**src/rtl/sd_block_capture.sv**
```systemverilog
// sd_block_capture: hunts the SD data-start token in the SD_SPI byte stream,
// stores one data block in an internal buffer and latches the trailing CRC16.
// The block is readable through a registered read port.
//
// Optional feature macro: SD_CRC_CHECK_EN
//   defined   -> CRC16-CCITT accumulator over the payload; mismatch gives Error=11
//   undefined -> no CRC logic; CRC bytes are still latched into BlockCrc
//
// state     | meaning
// ----------+------------------------------------------------------------
// ST_IDLE   | waiting for Start; incoming bytes ignored
// ST_HUNT   | looking for the 0xFE start token, counting 0xFF/filler bytes
// ST_DATA   | writing BLOCK_BYTES payload bytes into the buffer
// ST_CRC_HI | expecting the CRC high byte
// ST_CRC_LO | expecting the CRC low byte; capture ends here
module sd_block_capture #(
  parameter int BLOCK_BYTES   = 512,
  parameter int ADDR_W        = 9,
  parameter int TOKEN_TIMEOUT = 1024
) (
  input  logic              MasterCLK,
  input  logic              Reset,
  input  logic              Start,
  input  logic [7:0]        ByteIn,
  input  logic              ByteValid,
  output logic              ByteReq,
  input  logic [ADDR_W-1:0] RdAddr,
  output logic [7:0]        RdData,
  output logic              Busy,
  output logic              Done,
  output logic [1:0]        Error,
  output logic [15:0]       BlockCrc
);

  localparam int                HC_W      = $clog2(TOKEN_TIMEOUT + 1);
  localparam logic [HC_W-1:0]   HUNT_LOAD = HC_W'(TOKEN_TIMEOUT - 1);
  localparam logic [ADDR_W-1:0] LAST_PTR  = ADDR_W'(BLOCK_BYTES - 1);
  localparam int                DEPTH     = 2 ** ADDR_W;

  localparam logic [1:0] ERR_OK      = 2'b00;
  localparam logic [1:0] ERR_TIMEOUT = 2'b01;
  localparam logic [1:0] ERR_TOKEN   = 2'b10;
  localparam logic [1:0] ERR_CRC     = 2'b11;

  localparam logic [7:0] START_TOKEN = 8'hFE;

  typedef enum logic [2:0] {
    ST_IDLE,
    ST_HUNT,
    ST_DATA,
    ST_CRC_HI,
    ST_CRC_LO
  } state_t;

  state_t            state_q, state_d;
  logic [HC_W-1:0]   hunt_cnt_q;
  logic [ADDR_W-1:0] ptr_q;
  logic [1:0]        error_q;
  logic              done_q;
  logic [15:0]       blockcrc_q;
  logic [7:0]        rd_data_q;
  logic [7:0]        mem_q [DEPTH];

  // control strobes produced by the next-state logic
  logic       start_cap;
  logic       end_cap;
  logic [1:0] end_code;
  logic       hunt_dec;
  logic       wr_en;
  logic       crc_hi_en;
  logic       crc_lo_en;
  logic       crc_bad;

`ifdef SD_CRC_CHECK_EN
  logic [15:0] crc_q;

  // CRC16-CCITT (poly 0x1021), one byte folded in MSB first
  function automatic logic [15:0] crc16_step(input logic [15:0] crc,
                                             input logic [7:0]  data);
    logic [15:0] c;
    c = crc;
    for (int i = 7; i >= 0; i--) begin
      if (c[15] ^ data[i]) c = {c[14:0], 1'b0} ^ 16'h1021;
      else                 c = {c[14:0], 1'b0};
    end
    return c;
  endfunction

  // payload CRC accumulator, cleared when a capture is armed
  always_ff @(posedge MasterCLK or negedge Reset) begin
    if (!Reset) begin
      crc_q <= 16'h0000;
    end else if (start_cap) begin
      crc_q <= 16'h0000;
    end else if (wr_en) begin
      crc_q <= crc16_step(crc_q, ByteIn);
    end
  end

  // the low CRC byte is compared straight off the bus as it arrives
  always_comb begin
    crc_bad = (crc_q != {blockcrc_q[15:8], ByteIn});
  end
`else
  // without the checker a completed block always reports success
  always_comb begin
    crc_bad = 1'b0;
  end
`endif

  // FSM state register
  always_ff @(posedge MasterCLK or negedge Reset) begin
    if (!Reset) state_q <= ST_IDLE;
    else        state_q <= state_d;
  end

  // FSM next-state and per-byte control decode
  always_comb begin
    state_d   = state_q;
    start_cap = 1'b0;
    end_cap   = 1'b0;
    end_code  = ERR_OK;
    hunt_dec  = 1'b0;
    wr_en     = 1'b0;
    crc_hi_en = 1'b0;
    crc_lo_en = 1'b0;
    unique case (state_q)
      ST_IDLE: begin
        // a byte arriving with Start is dropped; only Start matters here
        if (Start) begin
          start_cap = 1'b1;
          state_d   = ST_HUNT;
        end
      end
      ST_HUNT: begin
        if (ByteValid) begin
          if (ByteIn == START_TOKEN) begin
            state_d = ST_DATA;
          end else if (ByteIn[7:5] == 3'b000) begin
            end_cap  = 1'b1;
            end_code = ERR_TOKEN;
            state_d  = ST_IDLE;
          end else if (hunt_cnt_q == '0) begin
            end_cap  = 1'b1;
            end_code = ERR_TIMEOUT;
            state_d  = ST_IDLE;
          end else begin
            hunt_dec = 1'b1;
          end
        end
      end
      ST_DATA: begin
        if (ByteValid) begin
          wr_en = 1'b1;
          if (ptr_q == LAST_PTR) state_d = ST_CRC_HI;
        end
      end
      ST_CRC_HI: begin
        if (ByteValid) begin
          crc_hi_en = 1'b1;
          state_d   = ST_CRC_LO;
        end
      end
      ST_CRC_LO: begin
        if (ByteValid) begin
          crc_lo_en = 1'b1;
          end_cap   = 1'b1;
          end_code  = crc_bad ? ERR_CRC : ERR_OK;
          state_d   = ST_IDLE;
        end
      end
      default: state_d = ST_IDLE;
    endcase
  end

  // FSM outputs: byte requests and busy follow the registered state
  always_comb begin
    Busy    = (state_q != ST_IDLE);
    ByteReq = (state_q != ST_IDLE);
  end

  // capture datapath: hunt timer, write pointer, status and CRC latch
  always_ff @(posedge MasterCLK or negedge Reset) begin
    if (!Reset) begin
      hunt_cnt_q <= HUNT_LOAD;
      ptr_q      <= '0;
      error_q    <= ERR_OK;
      done_q     <= 1'b0;
      blockcrc_q <= 16'h0000;
    end else begin
      done_q <= end_cap;
      if (start_cap) begin
        hunt_cnt_q <= HUNT_LOAD;
        ptr_q      <= '0;
        error_q    <= ERR_OK;
      end
      // down-counter reaching zero marks the last tolerated filler byte
      if (hunt_dec) hunt_cnt_q <= hunt_cnt_q - 1'b1;
      // pointer parks on the last address instead of wrapping
      if (wr_en && (ptr_q != LAST_PTR)) ptr_q <= ptr_q + 1'b1;
      if (end_cap)   error_q          <= end_code;
      if (crc_hi_en) blockcrc_q[15:8] <= ByteIn;
      if (crc_lo_en) blockcrc_q[7:0]  <= ByteIn;
    end
  end

  // block buffer write port; contents survive reset
  always_ff @(posedge MasterCLK) begin
    if (wr_en) mem_q[ptr_q] <= ByteIn;
  end

  // registered read port; a same-cycle write is seen on the next read
  always_ff @(posedge MasterCLK or negedge Reset) begin
    if (!Reset) rd_data_q <= 8'h00;
    else        rd_data_q <= mem_q[RdAddr];
  end

  assign RdData   = rd_data_q;
  assign Done     = done_q;
  assign Error    = error_q;
  assign BlockCrc = blockcrc_q;

endmodule

```
**config.mk**
```make
export PLATFORM = sky130hd
export DESIGN_NAME = sd_block_capture
export DESIGN_NICKNAME = d
export VERILOG_FILES = /design/src/rtl/sd_block_capture.sv
export SDC_FILE = /design/constraint.sdc
export NUM_CORES = 2
export LEC_CHECK = 0
export CORE_ASPECT_RATIO = 1.4
export CORE_MARGIN = 1.5
export CORE_UTILIZATION = 30
export DETAILED_ROUTE_END_ITERATION = 8
export DONT_BUFFER_PORTS = 1
export PLACE_DENSITY = 0.55
export SLEW_MARGIN = 40
export SYNTH_ARGS = -nofsm -noshare
export SYNTH_HDL_FRONTEND = slang
export SYNTH_SLANG_ARGS = --single-unit
export TNS_END_PERCENT = 50
```
**constraint.sdc**
```tcl
create_clock -name MasterCLK -period 2.4 [get_ports MasterCLK]
set_input_delay 0.24 -clock MasterCLK [delete_from_list [all_inputs] [get_ports MasterCLK]]
set_output_delay 0.24 -clock MasterCLK [all_outputs]
set_load 0.01 [all_outputs]
```
==> results.json <==
{
  "crit_arrival_ns": 3.47,
  "cts_root_buf": "clkbuf_16",
  "synthToLayoutAreaGrowth_pct": 23.2,
  "synthArstFlopShare_pct": 1.21,
  "cts.sinks": 4146,
  "rsz0062_at_grt": "true",
  "power_density_nw_per_um2": 755,
  "critPathLaunchType": "register",
  "power_mw": 152,
  "crit_top_cell": "buf_6",
  "grt_max_degree": 685,
  "die_area_sq_um": 548000,
  "die_y_um": 875,
  "grt-ovfl-total": 0,
  "gp_congestion": 0.841,
  "tightest_slew_ns": 1.18,
  "synth-edff-count": 4096,
  "core_sq_um": 542000,
  "min_path_cells": 2,
  "drt_iter0_markers": 9785,
  "relSlewSlack_pct": 21.0,
  "p_leak_nw": 66.3,
  "io_buffers": 0,
  "nets": 9862,
  "path_delay_family": "compound AO/OA/AOI/OAI gates",
  "drive_gt1_share_pct": 30.7,
  "cp.buffers_inverters": 4,
  "clk_path_buf_depth": 4,
  "die_w_um": 626,
  "synth_fp_nets": 8388,
  "period_share_pct": 110,
  "yosysWarnings": 0,
  "max_freq_mhz": 380,
  "critPathMaxFanout": 2,
  "max_cap_viol_count": 0,
  "ys.flop_type": "edfxtp_1",
  "holdWs_ns": -0.256,
  "setup_viol_count_final": 620,
  "hold_viol": 117,
  "cp_slowest_stage_delay_ns": 0.37,
  "drcViolationCount": 0,
  "crit_slowest_cell": "edfxtp_1",
  "endpoint_kind": "register",
  "grt_first_pass_wirelength_mm": 704,
  "rows": 320,
  "postSynthAreaPerCell_sq_um": 19.5,
  "critical_path_required_ns": 3.24,
  "syn_inst": 8361,
  "synth_area_sq_um": 163000,
  "viasPerCell": 5.18,
  "ant_nets": 0,
  "rrSetupSlack_ns": -0.23,
  "wirelength_mm": 521,
  "grt_use_total_pct": 17.9,
  "post_drt_wl_per_cell_um": 29.9,
  "route.vias.total": 90200,
  "rr_startpoint": "mem_q[86][4]",
  "crit_chain": "mux2_4, a221oi_4, buf_6, o21ai_1, o22ai_1, buf_4, nor4b_2, buf_12, a311oi_4, buf_6, and4b_1",
  "status": "finished with violations",
  "ff2ff_path_depth": 11,
  "min_period_ns": 2.63,
  "cts_buffers": 393,
  "cts.clk_slew.worst_paths_ns": 0.07,
  "synth_cell_types": 87,
  "violations": "hold timing, setup timing",
  "dp.cells": 16500,
  "place_area_sq_um": 182000,
  "hpwl_mm": 296,
  "finalNonFillerCells": 17400,
  "ctsHtreeMaxLevel": 5,
  "ir_worst_vdd_mv": 0.635,
  "min_to": "RdData[7]",
  "yosys_register_bits": 4146,
  "hp-class": "primary input to register",
  "first_pass_iters": 5,
  "timing.rr.end": "RdData[4]",
  "design_area_sq_um": 201000,
  "path_class": "register to register",
  "fin_ws_ns": -0.233,
  "antenna_found_initial": 23,
  "start_util_pct": 30.1,
  "grt_pass1_vias": 91700,
  "final_max_slew_viol_count": 0,
  "cts_tree": "done",
  "num_io_pins": 50,
  "hold_start": "RdAddr[7]",
  "worst_skew_pair.late_latency_ns": 1.00,
  "synth_seq_area_share_pct": 76.2,
  "worst_clock_skew_ns": 0.0712
}
synthesized netlist by cell type, types with 16 or more instances:
library cell  number  area share (%)
edfxtp_1        4096              75
mux2i_1          746             4.6
nor2_1           664             1.5
mux4_2           628             8.7
o221ai_1         261             1.4
clkbuf_1         236            0.54
o22ai_1          196            0.75
nand2_1          189            0.43
a21oi_1          178            0.55
o21ai_0          123            0.38
buf_6             91            0.63
nor3_1            88            0.27
buf_2             87            0.27
mux2_2            55            0.38
buf_4             53            0.24
nand3_1           52            0.16
a211oi_1          51            0.23
dfrtp_1           40            0.61
a22oi_1           37            0.17
nor4_1            37            0.14
and2_1            33            0.13
buf_1             33           0.076
a31oi_1           27            0.10
nand4_1           26            0.10
mux4_1            25            0.40
a221oi_1          19            0.10
buf_8             19            0.17
a2111oi_0         17           0.091
o31ai_1           16           0.074
worst max-delay path by stage:
| stage | to | start | depth (start not counted) | slack, ns |
|---|---|---|---|---|
| 3_3_place_gp | RdData[7] | RdAddr[0] | 12 | -3.33 |
| 2_1_floorplan | RdData[4] | RdAddr[1] | 10 | 0.0007 |
| 6_report | RdData[4] | mem_q[86][4] | 11 | -0.23 |
| 3_5_place_dp | RdData[0] | RdAddr[0] | 15 | -3.37 |
| 5_1_grt | RdData[4] | mem_q[87][4] | 11 | -0.24 |
| 4_1_cts | RdData[4] | mem_q[86][4] | 11 | -0.22 |
worst register-to-register path: stages, from the launching register on:
cell and delay [ns]:
edfxtp_1 0.37, mux2_4 0.29, a221oi_4 0.37, buf_6 0.16, o21ai_1 0.09, o22ai_1 0.19
buf_4 0.18, nor4b_2 0.07, buf_12 0.15, a311oi_4 0.29, buf_6 0.18, and4b_1 0.19
per-stage QoR:
| step | setup WS [ns] | setup TNS, ns | util, % |
|---|---|---|---|
| 5_1_grt | -0.240 | -164.24 | 37.1 |
| 3_3_place_gp | -3.33 | -74.02 | 33.4 |
| 3_5_place_dp | -3.37 | -93.90 | 33.6 |
| 4_1_cts | -0.219 | -33.33 | 36.5 |
| 2_1_floorplan | 0.000722 | 0 | - |
| 6_report | -0.233 | -14.27 | 37.1 |
repair_timing:
item / 4_1_cts / 5_1_grt
gates resized for setup: 175 / 432
setup endpoints to repair: 1372 / 1460
endpoints found under the hold margin: 2427 / 865
hold buffers: 27 / 8
pin swaps: 25 / 119
cloned: 47 / 32
setup buffers: 30 / 21
cell usage in the layout, fill, tap and decap left out, types with 26 or more instances in the layout:
master / n
nand3_1: 50
o22ai_1: 184
nand2_1: 169
mux4_2: 629
nand4_1: 26
buf_4: 1169
bufinv_16: 41
buf_8: 28
mux2i_1: 745
o221ai_1: 237
clkinv_1: 84
a22oi_1: 37
a21oi_1: 172
o221ai_2: 27
buf_16: 97
buf_6: 119
dfrtp_1: 40
buf_12: 122
nor2_1: 536
a211oi_1: 43
and2_1: 28
nor4_1: 30
mux2_2: 53
a31oi_1: 27
edfxtp_1: 4096
clkinv_2: 56
clkbuf_1: 82
bufbuf_16: 32
o21ai_0: 101
nor3_1: 79
clkbuf_16: 429
nor2_4: 108
flip-flops by register name, summed over array words and instances, names as in the netlist:
signal and count:
Done 1, RdData 8, ptr_q 9, state_q 3
Error 2, mem_q 4096, hunt_cnt_q 11, BlockCrc 16
cell type report:
cell class                      count  area, sq um
Fill cell                       49400       341000
Sequential cell                  4146       124000
Clock inverter                    223         2310
Clock buffer                      488        10400
Timing Repair Buffer             1617        17600
Tap cell                         7245         9060
Multi-Input combinational cell   3665        37200
Antenna cell                       18         45.0
Inverter                           12         60.1
routing by layer:
metal	share of wire (%)	up-vias	track usage (%)
li1	-	37500	-
met1	37	48100	21.1
met2	52	3617	32.4
met3	6.1	904	2.28
met4	5.5	2	8.22
met5	0.0025	-	0
report_power, final:
part,internal [mW],leakage [nW],total (mW),switching (mW)
combinational,3.71,22.7,9.28,5.57
clock,35.2,6.17,62.5,27.3
sequential,79.7,37.4,80.0,0.318
total,119,66.3,152,33.2
cell families after synthesis:
logic type      count (synthesis)  synth area share [%]
compound gates               1024                  4.40
simple gates                 1179                  3.17
flops                        4146                  76.2
mux                          1454                  14.0
buf+inv                       550                  2.15
xor+xnor                        2                0.0107
fa+ha+maj                       6                0.0460
(Power assumes the default switching activity.)
